[src/rtl/bus_source_encoder_if.sv]
// Bus-source select interface between the control sequencer and the
// bus-driver encoder.
//   master : control-unit side; drives strobes/controls, observes status.
//   slave  : encoder side; consumes strobes, drives select and debug status.
interface bus_source_encoder_if #(
  parameter int NUM_SRC = 24,
  parameter int SEL_W   = 5,
  parameter int CNT_W   = 8
);
  logic [NUM_SRC-1:0] src_out_en;
  logic               hold;
  logic               err_clr;
  logic               util_clr;
  logic [SEL_W-1:0]   select_signal;
  logic               bus_valid;
  logic               conflict;
  logic               conflict_sticky;
  logic [CNT_W-1:0]   conflict_count;
  logic [CNT_W-1:0]   util_count;
  logic [SEL_W-1:0]   last_src;

  modport master (
    output src_out_en, hold, err_clr, util_clr,
    input  select_signal, bus_valid, conflict, conflict_sticky,
           conflict_count, util_count, last_src
  );

  modport slave (
    input  src_out_en, hold, err_clr, util_clr,
    output select_signal, bus_valid, conflict, conflict_sticky,
           conflict_count, util_count, last_src
  );
endinterface

[src/rtl/bus_source_encoder.sv]
// Bus-source encoder: turns one-hot "out" strobes into the registered 5-bit
// select code of the 32-to-1 bus mux, resolving multi-driver cycles to the
// lowest index and counting them, plus a bus-utilisation counter.
// Ports:
//   clock   : rising-edge clock
//   clear_n : synchronous active-low reset
//   bus     : slave modport (strobes, hold, err_clr, util_clr in;
//             select_signal, bus_valid, conflict, conflict_sticky,
//             conflict_count, util_count, last_src out)
module bus_source_encoder #(
  parameter int NUM_SRC  = 24,
  parameter int SEL_W    = 5,
  parameter int IDLE_SEL = 31,
  parameter int CNT_W    = 8
) (
  input  logic                 clock,
  input  logic                 clear_n,
  bus_source_encoder_if.slave  bus
);

  localparam logic [CNT_W-1:0] CNT_MAX  = '1;
  localparam logic [SEL_W-1:0] SEL_IDLE = SEL_W'(IDLE_SEL);

  logic [SEL_W-1:0] low_idx;
  logic             any_src;
  logic             multi_src;
  logic             new_conflict;
  logic             valid_next;

  logic [SEL_W-1:0] select_q;
  logic             valid_q;
  logic             conflict_q;
  logic             sticky_q;
  logic [CNT_W-1:0] conflict_cnt_q;
  logic [CNT_W-1:0] util_cnt_q;
  logic [SEL_W-1:0] last_q;

  // Lowest set index wins: scan from the top so the last hit is the lowest.
  always_comb begin
    low_idx = '0;
    for (int i = NUM_SRC - 1; i >= 0; i--) begin
      if (bus.src_out_en[i]) low_idx = SEL_W'(i);
    end
  end

  assign any_src      = |bus.src_out_en;
  // x & (x-1) clears the lowest set bit; anything left means >1 strobe.
  assign multi_src    = |(bus.src_out_en & (bus.src_out_en - NUM_SRC'(1)));
  assign new_conflict = ~bus.hold & multi_src;
  assign valid_next   = bus.hold ? valid_q : any_src;

  always_ff @(posedge clock) begin
    if (!clear_n) begin
      select_q       <= SEL_IDLE;
      valid_q        <= 1'b0;
      conflict_q     <= 1'b0;
      sticky_q       <= 1'b0;
      conflict_cnt_q <= '0;
      util_cnt_q     <= '0;
      last_q         <= '0;
    end else begin
      if (!bus.hold) begin
        if (any_src) begin
          select_q <= low_idx;
          valid_q  <= 1'b1;
          last_q   <= low_idx;
        end else begin
          select_q <= SEL_IDLE;
          valid_q  <= 1'b0;
        end
      end
      conflict_q <= new_conflict;

      // A fresh conflict beats err_clr; the count restarts at 1 in that case.
      if (new_conflict) begin
        sticky_q <= 1'b1;
        if (bus.err_clr)                  conflict_cnt_q <= CNT_W'(1);
        else if (conflict_cnt_q != CNT_MAX) conflict_cnt_q <= conflict_cnt_q + 1'b1;
      end else if (bus.err_clr) begin
        sticky_q       <= 1'b0;
        conflict_cnt_q <= '0;
      end

      // Counts on the post-update bus_valid, so a held valid keeps counting.
      if (valid_next) begin
        if (bus.util_clr)               util_cnt_q <= CNT_W'(1);
        else if (util_cnt_q != CNT_MAX) util_cnt_q <= util_cnt_q + 1'b1;
      end else if (bus.util_clr) begin
        util_cnt_q <= '0;
      end
    end
  end

  assign bus.select_signal   = select_q;
  assign bus.bus_valid       = valid_q;
  assign bus.conflict        = conflict_q;
  assign bus.conflict_sticky = sticky_q;
  assign bus.conflict_count  = conflict_cnt_q;
  assign bus.util_count      = util_cnt_q;
  assign bus.last_src        = last_q;

endmodule

[src/flat_wrapper.sv]
// flat-port wrapper written by rule: the top's interface ports become plain ports
module bus_source_encoder_flat 
#(
  parameter int NUM_SRC  = 24,
  parameter int SEL_W    = 5,
  parameter int IDLE_SEL = 31,
  parameter int CNT_W    = 8
)
  (clock, clear_n, bus_src_out_en, bus_hold, bus_err_clr, bus_util_clr, bus_select_signal, bus_bus_valid, bus_conflict, bus_conflict_sticky, bus_conflict_count, bus_util_count, bus_last_src);
  bus_source_encoder_if #(.NUM_SRC(NUM_SRC), .SEL_W(SEL_W), .CNT_W(CNT_W)) bus_i ();
  input  logic clock;
  input  logic clear_n;
  input wire logic [$bits(bus_i.src_out_en)-1:0] bus_src_out_en;
  input wire logic [$bits(bus_i.hold)-1:0] bus_hold;
  input wire logic [$bits(bus_i.err_clr)-1:0] bus_err_clr;
  input wire logic [$bits(bus_i.util_clr)-1:0] bus_util_clr;
  output wire logic [$bits(bus_i.select_signal)-1:0] bus_select_signal;
  output wire logic [$bits(bus_i.bus_valid)-1:0] bus_bus_valid;
  output wire logic [$bits(bus_i.conflict)-1:0] bus_conflict;
  output wire logic [$bits(bus_i.conflict_sticky)-1:0] bus_conflict_sticky;
  output wire logic [$bits(bus_i.conflict_count)-1:0] bus_conflict_count;
  output wire logic [$bits(bus_i.util_count)-1:0] bus_util_count;
  output wire logic [$bits(bus_i.last_src)-1:0] bus_last_src;
  assign bus_i.src_out_en = bus_src_out_en;
  assign bus_i.hold = bus_hold;
  assign bus_i.err_clr = bus_err_clr;
  assign bus_i.util_clr = bus_util_clr;
  assign bus_select_signal = bus_i.select_signal;
  assign bus_bus_valid = bus_i.bus_valid;
  assign bus_conflict = bus_i.conflict;
  assign bus_conflict_sticky = bus_i.conflict_sticky;
  assign bus_conflict_count = bus_i.conflict_count;
  assign bus_util_count = bus_i.util_count;
  assign bus_last_src = bus_i.last_src;
  bus_source_encoder #(.NUM_SRC(NUM_SRC), .SEL_W(SEL_W), .IDLE_SEL(IDLE_SEL), .CNT_W(CNT_W)) u_core (.clock(clock), .clear_n(clear_n), .bus(bus_i));
endmodule
[config.mk]
export PLATFORM = sky130hd
export DESIGN_NAME = bus_source_encoder_flat
export DESIGN_NICKNAME = d
export VERILOG_FILES = /design/src/rtl/bus_source_encoder_if.sv /design/src/rtl/bus_source_encoder.sv /design/src/flat_wrapper.sv
export SDC_FILE = /design/constraint.sdc
export NUM_CORES = 1
export LEC_CHECK = 0
export CORE_MARGIN = 3
export CORE_UTILIZATION = 45
export CTS_BUF_LIST = sky130_fd_sc_hd__clkbuf_16
export CTS_CLUSTER_SIZE = 40
export DETAILED_ROUTE_END_ITERATION = 8
export GPL_TIMING_DRIVEN = 0
export HOLD_SLACK_MARGIN = 0.02
export PLACE_DENSITY_LB_ADDON = 0.05
export SETUP_SLACK_MARGIN = 0.4
export SYNTH_ARGS = -nofsm -noshare
export SYNTH_HDL_FRONTEND = slang
export SYNTH_SLANG_ARGS = --single-unit
export TNS_END_PERCENT = 30
[constraint.sdc]
create_clock -name clock -period 3.3 [get_ports clock]
set_input_delay 0.66 -clock clock [delete_from_list [all_inputs] [get_ports clock]]
set_output_delay 0.66 -clock clock [all_outputs]
set_load 0.02 [all_outputs]
==> results of run 1 <==
[per-layer routing]
layer | vias up | track usage
met1 | 907 | 0.261
met4 | 0 | 0.0745
met2 | 54 | 0.305
met5 | - | 0
li1 | 995 | -
met3 | 8 | 0.0460
[worst max-delay path, stage by stage]
cell	delay, ps
clkdlybuf4s50_1	530
nor4_4	390
nand4_1	250
o32ai_2	300
and4b_2	320
a21boi_2	90
buf_6	140
a21o_1	150
a21oi_1	120
[cell families (layout without fill, tap and decap cells)]
kind of cell / after synthesis / in the layout / synth area share
and+or+nand+nor: 101 / 101 / 0.308
AOI/OAI and AO/OA: 71 / 71 / 0.268
DFF: 29 / 29 / 0.313
buffers and inverters: 19 / 86 / 0.0425
xor gates and xnor gates: 6 / 6 / 0.0283
adders and majority gates: 5 / 5 / 0.0297
muxes: 2 / 2 / 0.0108
[flip-flops by register name (all words and copies together) (netlist names)]
name,cells
u_core.bus.bus_valid,1
u_core.bus.conflict,1
u_core.bus.conflict_count,8
u_core.bus.conflict_sticky,1
u_core.bus.last_src,5
u_core.bus.select_signal,5
u_core.bus.util_count,8
[timing repair]
action,4_1_cts,5_1_grt
gates resized for setup,0,11
setup buffers,1,2
pin swaps,2,5
endpoints found under the setup margin,8,16
cloned,0,0
[cell usage in the layout (no fill, tap or decap), types with 4 or more instances in the layout]
cell,Yosys,layout
clkdlybuf4s50_1,0,50
dfxtp_1,29,29
nor2_1,24,24
nand2_1,20,20
a21oi_1,15,15
inv_1,14,14
o21ai_0,13,13
nand3_1,12,12
nor3_1,6,6
nor2b_1,6,6
dlymetal6s2s_1,0,6
or3_1,5,5
a21o_1,5,5
clkbuf_16,0,5
nor4_4,3,4
o21a_1,4,4
o31ai_1,4,4
and3_1,4,4
o21bai_1,4,4
[layout make-up]
cell class | count | area [sq um]
fill | 327 | 1130
multi-input combinational | 185 | 1230
clock inverter | 3 | 17.5
timing repair buffer | 59 | 598
tap | 48 | 60.1
clock buffer | 5 | 125
buffer | 5 | 26.3
sequential | 29 | 581
inverter | 14 | 52.6
[final timing paths]
kind | slack [ps] | from | to
setup / recovery | 530 | bus_src_out_en[12] | u_core.bus.conflict_count[5]
hold / removal | 470 | u_core.bus.conflict_sticky | u_core.bus.conflict_sticky
setup reg to reg | 1490 | u_core.bus.conflict_count[0] | u_core.bus.conflict_count[5]
hold reg to reg | 470 | u_core.bus.conflict_sticky | u_core.bus.conflict_sticky
[stage by stage]
step,setup WS (ps),util,TNS (ps)
after CTS,421,0.686,0
after floorplan,1000,-,0
final,533,0.704,0
after global placement,37.4,0.647,0
after detailed placement,-9.13,0.647,-11.3
after global routing,404,0.704,0
[where the power goes]
part / leakage, nW / switching [W] / internal [W] / total [W]
combinational: 0.693 / 0.0000913 / 0.0000833 / 0.000175
clock: 0.0696 / 0.000160 / 0.000276 / 0.000436
sequential: 0.237 / 0.00000860 / 0.000363 / 0.000371
total: 1.00 / 0.000260 / 0.000722 / 0.000982
==> results.sh, run 1 <==
export IMPL_seq_area_frac_synth=0.313
export IMPL_slew_viol_final=0
export IMPL_antenna_found_initial=0
export IMPL_clockBufferDepth=2
export IMPL_r2r_worst_path_cells=8
export IMPL_routed_wl_mm=4.89
export IMPL_synth_top_area_cell="dfxtp_1"
export IMPL_finalHoldViolations=0
export IMPL_synth_area_leaders="dfxtp_1 31%, nor2_1 4.9%, a21oi_1 4.0%"
export IMPL_ys_async_sr_fraction=0
export IMPL_p_leak_nw=1.00
export IMPL_fmaxAchievable_mhz=361
export IMPL_crit_type="in -> reg"
export IMPL_viasPerCell=5.64
export IMPL_stdcell_count=348
export IMPL_drt_iter0_markers=140
export IMPL_drcViolationCount=0
export IMPL_initial_core_util=0.485
export IMPL_synthFlopType="dfxtp_1"
export IMPL_cts_htree_levels=2
export IMPL_gr_total_overflow=0
export IMPL_io_buffers=56
export IMPL_cts_tree="built"
export IMPL_crit_arrival_ps=2970
export IMPL_hold_ws_ps=469
export IMPL_drt_pass1_iterations=4
export IMPL_rsz0062_at_grt="false"
export IMPL_synth_most_common_cell="dfxtp_1"
export IMPL_setup_viol=0
export IMPL_die_x_um=70.2
export IMPL_clk_pin_slew_ps=50
export IMPL_dr_wl_met2_mm=2.28
export IMPL_clock_sinks=29
export IMPL_antenna_cells=0
export IMPL_grt_pass1_vias=1701
export IMPL_met1Wirelength_mm=2.25
export IMPL_grt_pass1_wl_mm=7.80
export IMPL_ys_ff_latch=29
export IMPL_yosys_top_cells_count="29 x dfxtp_1, 24 x nor2_1, 20 x nand2_1, 15 x a21oi_1, 14 x inv_1"
export IMPL_period_minus_slack_ps=2770
export IMPL_grt_max_degree=11
export IMPL_cp_data_required_time_ps=3500
export IMPL_cts_hold_buf=0
export IMPL_ant_nets=0
export IMPL_synth_edf_count=0
export IMPL_cp_end_kind="flop"
export IMPL_synth_top_area_share=0.313
export IMPL_wl_per_cell_um=14.1
export IMPL_dp_hpwl_mm=3.57
export IMPL_yosysUniqueCellTypes=56
export IMPL_vias=1964
export IMPL_wl_met3_um=277
export IMPL_p_per_area_mw_per_mm2=364
export IMPL_tightest_slew_ps=454
export IMPL_ir_drop_v=0.000231
export IMPL_root_buffer="clkbuf_16"
export IMPL_outcome="finished, final reports clean"
export IMPL_dpl_cell_area_sq_mm=0.00247
export IMPL_critPathLaunchType="input port"
export IMPL_area_growth_pct=45.3
export IMPL_hold_depth=2
export IMPL_core_sq_mm=0.00383
export IMPL_cap_violations=0
export IMPL_syn_area_per_cell_sq_um=7.96
export IMPL_die_height_um=70.2
export IMPL_yosys_warnings=0
export IMPL_gpl_final_weighted_congestion=0.834
export IMPL_finalPower_w=0.000982
export IMPL_worstHoldPathType="reg -> reg"
export IMPL_num_io_pins=58
export IMPL_skew_ps=3.28
export IMPL_netlist_area_sq_mm=0.00185
export IMPL_die_area_sq_mm=0.00493
export IMPL_netlist_instances=233
export IMPL_path_max_fanout=10
export IMPL_finalInstanceArea_sq_mm=0.00270
export IMPL_top_layer_used="met4"
export IMPL_rows=22
export IMPL_clk_latency_ps=280
export IMPL_fin_crit_sh=0.838
export IMPL_grt_usage=0.196
export IMPL_nNetsFinal=330
export IMPL_syn_nets=264
export IMPL_relSlewSlack=0.689
export IMPL_drive_above_1_share=0.0933
export IMPL_dp_cells=337
export IMPL_cts_made_buffers=5
Power figures use the tool's default switching activity.
==> inputs of run 2 (changes only) <==
--- a/config.mk
+++ b/config.mk
@@ -6,7 +6,7 @@
 export NUM_CORES = 1
 export LEC_CHECK = 0
 export CORE_MARGIN = 3
-export CORE_UTILIZATION = 45
+export CORE_UTILIZATION = 42
 export CTS_BUF_LIST = sky130_fd_sc_hd__clkbuf_16
 export CTS_CLUSTER_SIZE = 40
 export DETAILED_ROUTE_END_ITERATION = 8
==> constraint.sdc (replaced) <==
create_clock -name clock -period 2.5 [get_ports clock]
set_input_delay 0.5 -clock clock [delete_from_list [all_inputs] [get_ports clock]]
set_output_delay 0.5 -clock clock [all_outputs]
set_load 0.02 [all_outputs]
==> run 2 against run 1 <==
Net effect:
- hold slack got worse by 7.5 ps
- sequential cell count did not move
- highest routed layer unchanged
- count of clock-buffer cells in the layout did not move
- cell area rose by 1.8%
- sequential power rose by 32%
- routed wire length rose by 2.5%
- largest power group unchanged
- combinational power rose by 35%
- via count rose by 2.1%
- critical path type unchanged
- non-clock buffer count rose by 7
- core utilization fell by 3.8 points
==> results.sh, run 2 (same netlist as run 1, synthesis figures left out) <==
export IMPL_cp_end_kind="flop"
export IMPL_grt_usage=0.200
export IMPL_antenna_cells=0
export IMPL_finalHoldViolations=0
export IMPL_p_leak_nw=1.04
export IMPL_outcome="finished, final reports clean"
export IMPL_vias=2006
export IMPL_path_cells="buf_8 > nor4_4 > nand4_1 > o32ai_2 > and4b_2 > a21boi_4 > buf_6 > a21o_1 > a21oi_1"
export IMPL_cts_made_buffers=5
export IMPL_hold_depth=2
export IMPL_regArea_sq_um=581
export IMPL_layout_commonest_cell="clkdlybuf4s50_1"
export IMPL_ant_nets=0
export IMPL_crit_type="in -> reg"
export IMPL_antenna_found_initial=0
export IMPL_path_max_fanout=5
export IMPL_worstHoldStart="u_core.bus.conflict_sticky"
export IMPL_fmaxAchievable_mhz=458
export IMPL_grt_pass1_vias=1820
export IMPL_slew_viol_final=0
export IMPL_cp_data_required_time_ps=2700
export IMPL_initial_core_util=0.451
export IMPL_rsz0062_at_grt="true"
export IMPL_worstReg2RegStart="u_core.bus.util_count[0]"
export IMPL_nFillCells=362
export IMPL_cap_violations=0
export IMPL_fin_crit_sh=0.874
export IMPL_clock_sinks=29
export IMPL_clk_latency_ps=270
export IMPL_clockBufferDepth=2
export IMPL_routed_wl_mm=5.01
export IMPL_crit_arrival_ps=2390
export IMPL_io_buffers=56
export IMPL_dpl_cell_area_sq_mm=0.00249
export IMPL_r2r_end="u_core.bus.util_count[6]"
export IMPL_core_sq_mm=0.00412
export IMPL_grt_max_degree=11
export IMPL_critPathLaunchType="input port"
export IMPL_root_buffer="clkbuf_16"
export IMPL_finalInstanceArea_sq_mm=0.00274
export IMPL_final_util=0.667
export IMPL_rows=23
export IMPL_hold_ws_ps=461
export IMPL_period_minus_slack_ps=2180
export IMPL_slowest_stage="nor4_4"
export IMPL_relSlewSlack=0.704
export IMPL_wl_per_cell_um=14.0
export IMPL_multi_input_area_sq_mm=0.00129
export IMPL_die_height_um=72.4
export IMPL_worstHoldPathType="reg -> reg"
export IMPL_grt_pass1_wl_mm=8.37
export IMPL_drcViolationCount=0
export IMPL_setup_viol=0
export IMPL_area_growth_pct=48.0
export IMPL_r2r_worst_path_cells=8
export IMPL_die_x_um=72.4
export IMPL_nNetsFinal=337
export IMPL_drt_iter0_markers=110
export IMPL_cts_htree_levels=2
export IMPL_layout_common_cells="32 x clkdlybuf4s50_1, 29 x dfxtp_1, 23 x nor2_1"
export IMPL_tightest_slew_ps=444
export IMPL_gpl_final_weighted_congestion=0.799
export IMPL_die_area_sq_mm=0.00525
export IMPL_p_per_area_mw_per_mm2=466
export IMPL_ir_drop_v=0.000437
export IMPL_cts_hold_buf=0
export IMPL_num_io_pins=58
export IMPL_viasPerCell=5.62
export IMPL_cts_tree="built"
export IMPL_drive_above_1_share=0.202
export IMPL_drt_pass1_iterations=6
export IMPL_r2r_slack_ps=690
export IMPL_skew_ps=3.18
export IMPL_cp_slowest_stage_delay_ps=370
export IMPL_min_to="u_core.bus.conflict_sticky"
export IMPL_dp_hpwl_mm=3.61
export IMPL_clk_pin_slew_ps=50
export IMPL_gr_total_overflow=0
==> run 2: cell count changes in the layout (fill, tap and decap cells not counted), moves of 2 or more <==
cell / previous run / this run
clkdlybuf4s50_1: 50 / 32
buf_2: 0 / 10
buf_4: 3 / 13
dlymetal6s2s_1: 6 / 0
dlygate4sd2_1: 0 / 4
clkdlybuf4s15_2: 0 / 3
a21oi_1: 15 / 13
a21oi_2: 1 / 3
buf_6: 1 / 3
or3_1: 5 / 3
or3_4: 0 / 2
==> run 2: layer usage <==
metal,vias to the layer above,routed length (um),GRT usage
li1,1016,-,-
met2,58,2230,0.299
met5,-,0,0
met1,925,2440,0.282
met4,0,73,0.0738
met3,7,270,0.0416
==> run 2: timing repair <==
action / in CTS / in global routing
pin swaps: 16 / 3
setup buffers: 8 / 1
cloned: 1 / 0
setup endpoints to repair: 27 / 15
resized for setup: 114 / 4
hold endpoints to repair: 0 / 0
==> run 2: power by group <==
part | internal (W) | total [W] | switching (W)
Sequential | 0.000479 | 0.000490 | 0.0000107
Clock | 0.000359 | 0.000553 | 0.000194
Combinational | 0.000110 | 0.000236 | 0.000126
Total | 0.000948 | 0.00128 | 0.000331
==> run 2: how the worst max path moves through the flow <==
stage                 startpoint                      endpoint  slack [ps]  depth (start not counted)
2_1_floorplan  bus_src_out_en[0]  u_core.bus.conflict_count[2]         370                          8
5_1_grt        bus_src_out_en[3]  u_core.bus.conflict_count[5]         260                          9
3_3_place_gp   bus_src_out_en[0]  u_core.bus.conflict_count[2]        -680                          9
3_5_place_dp   bus_src_out_en[0]  u_core.bus.conflict_count[2]        -640                          9
6_report       bus_src_out_en[3]  u_core.bus.conflict_count[5]         320                          9
4_1_cts        bus_src_out_en[3]  u_core.bus.conflict_count[5]         380                          9
==> run 2: layout make-up <==
cell class	instances	share of cell area
Inverter	14	0.0192
Multi-Input combinational cell	185	0.470
Tap cell	50	0.0228
Clock buffer	5	0.0456
Sequential cell	29	0.212
Clock inverter	3	0.00502
Timing Repair Buffer	66	0.217
Buffer	5	0.00958
==> run 2: worst max-delay path: cells and delay by family <==
family	cells	cell delay (ps)
AO/OA/AOI/OAI	4	660
buffers and inverters	2	240
AND/OR/NAND/NOR	3	1000
==> run 2: through the flow <==
step                      cells  total power [W]  setup TNS [ps]  worst slack (ps)
final                       357          0.00128               0               316
after detailed placement    339         0.000724           -9560              -639
after global placement      339         0.000722           -9650              -681
after CTS                   356          0.00129               0               376
after global routing        357          0.00134               0               264
after floorplan             233         0.000600               0               374
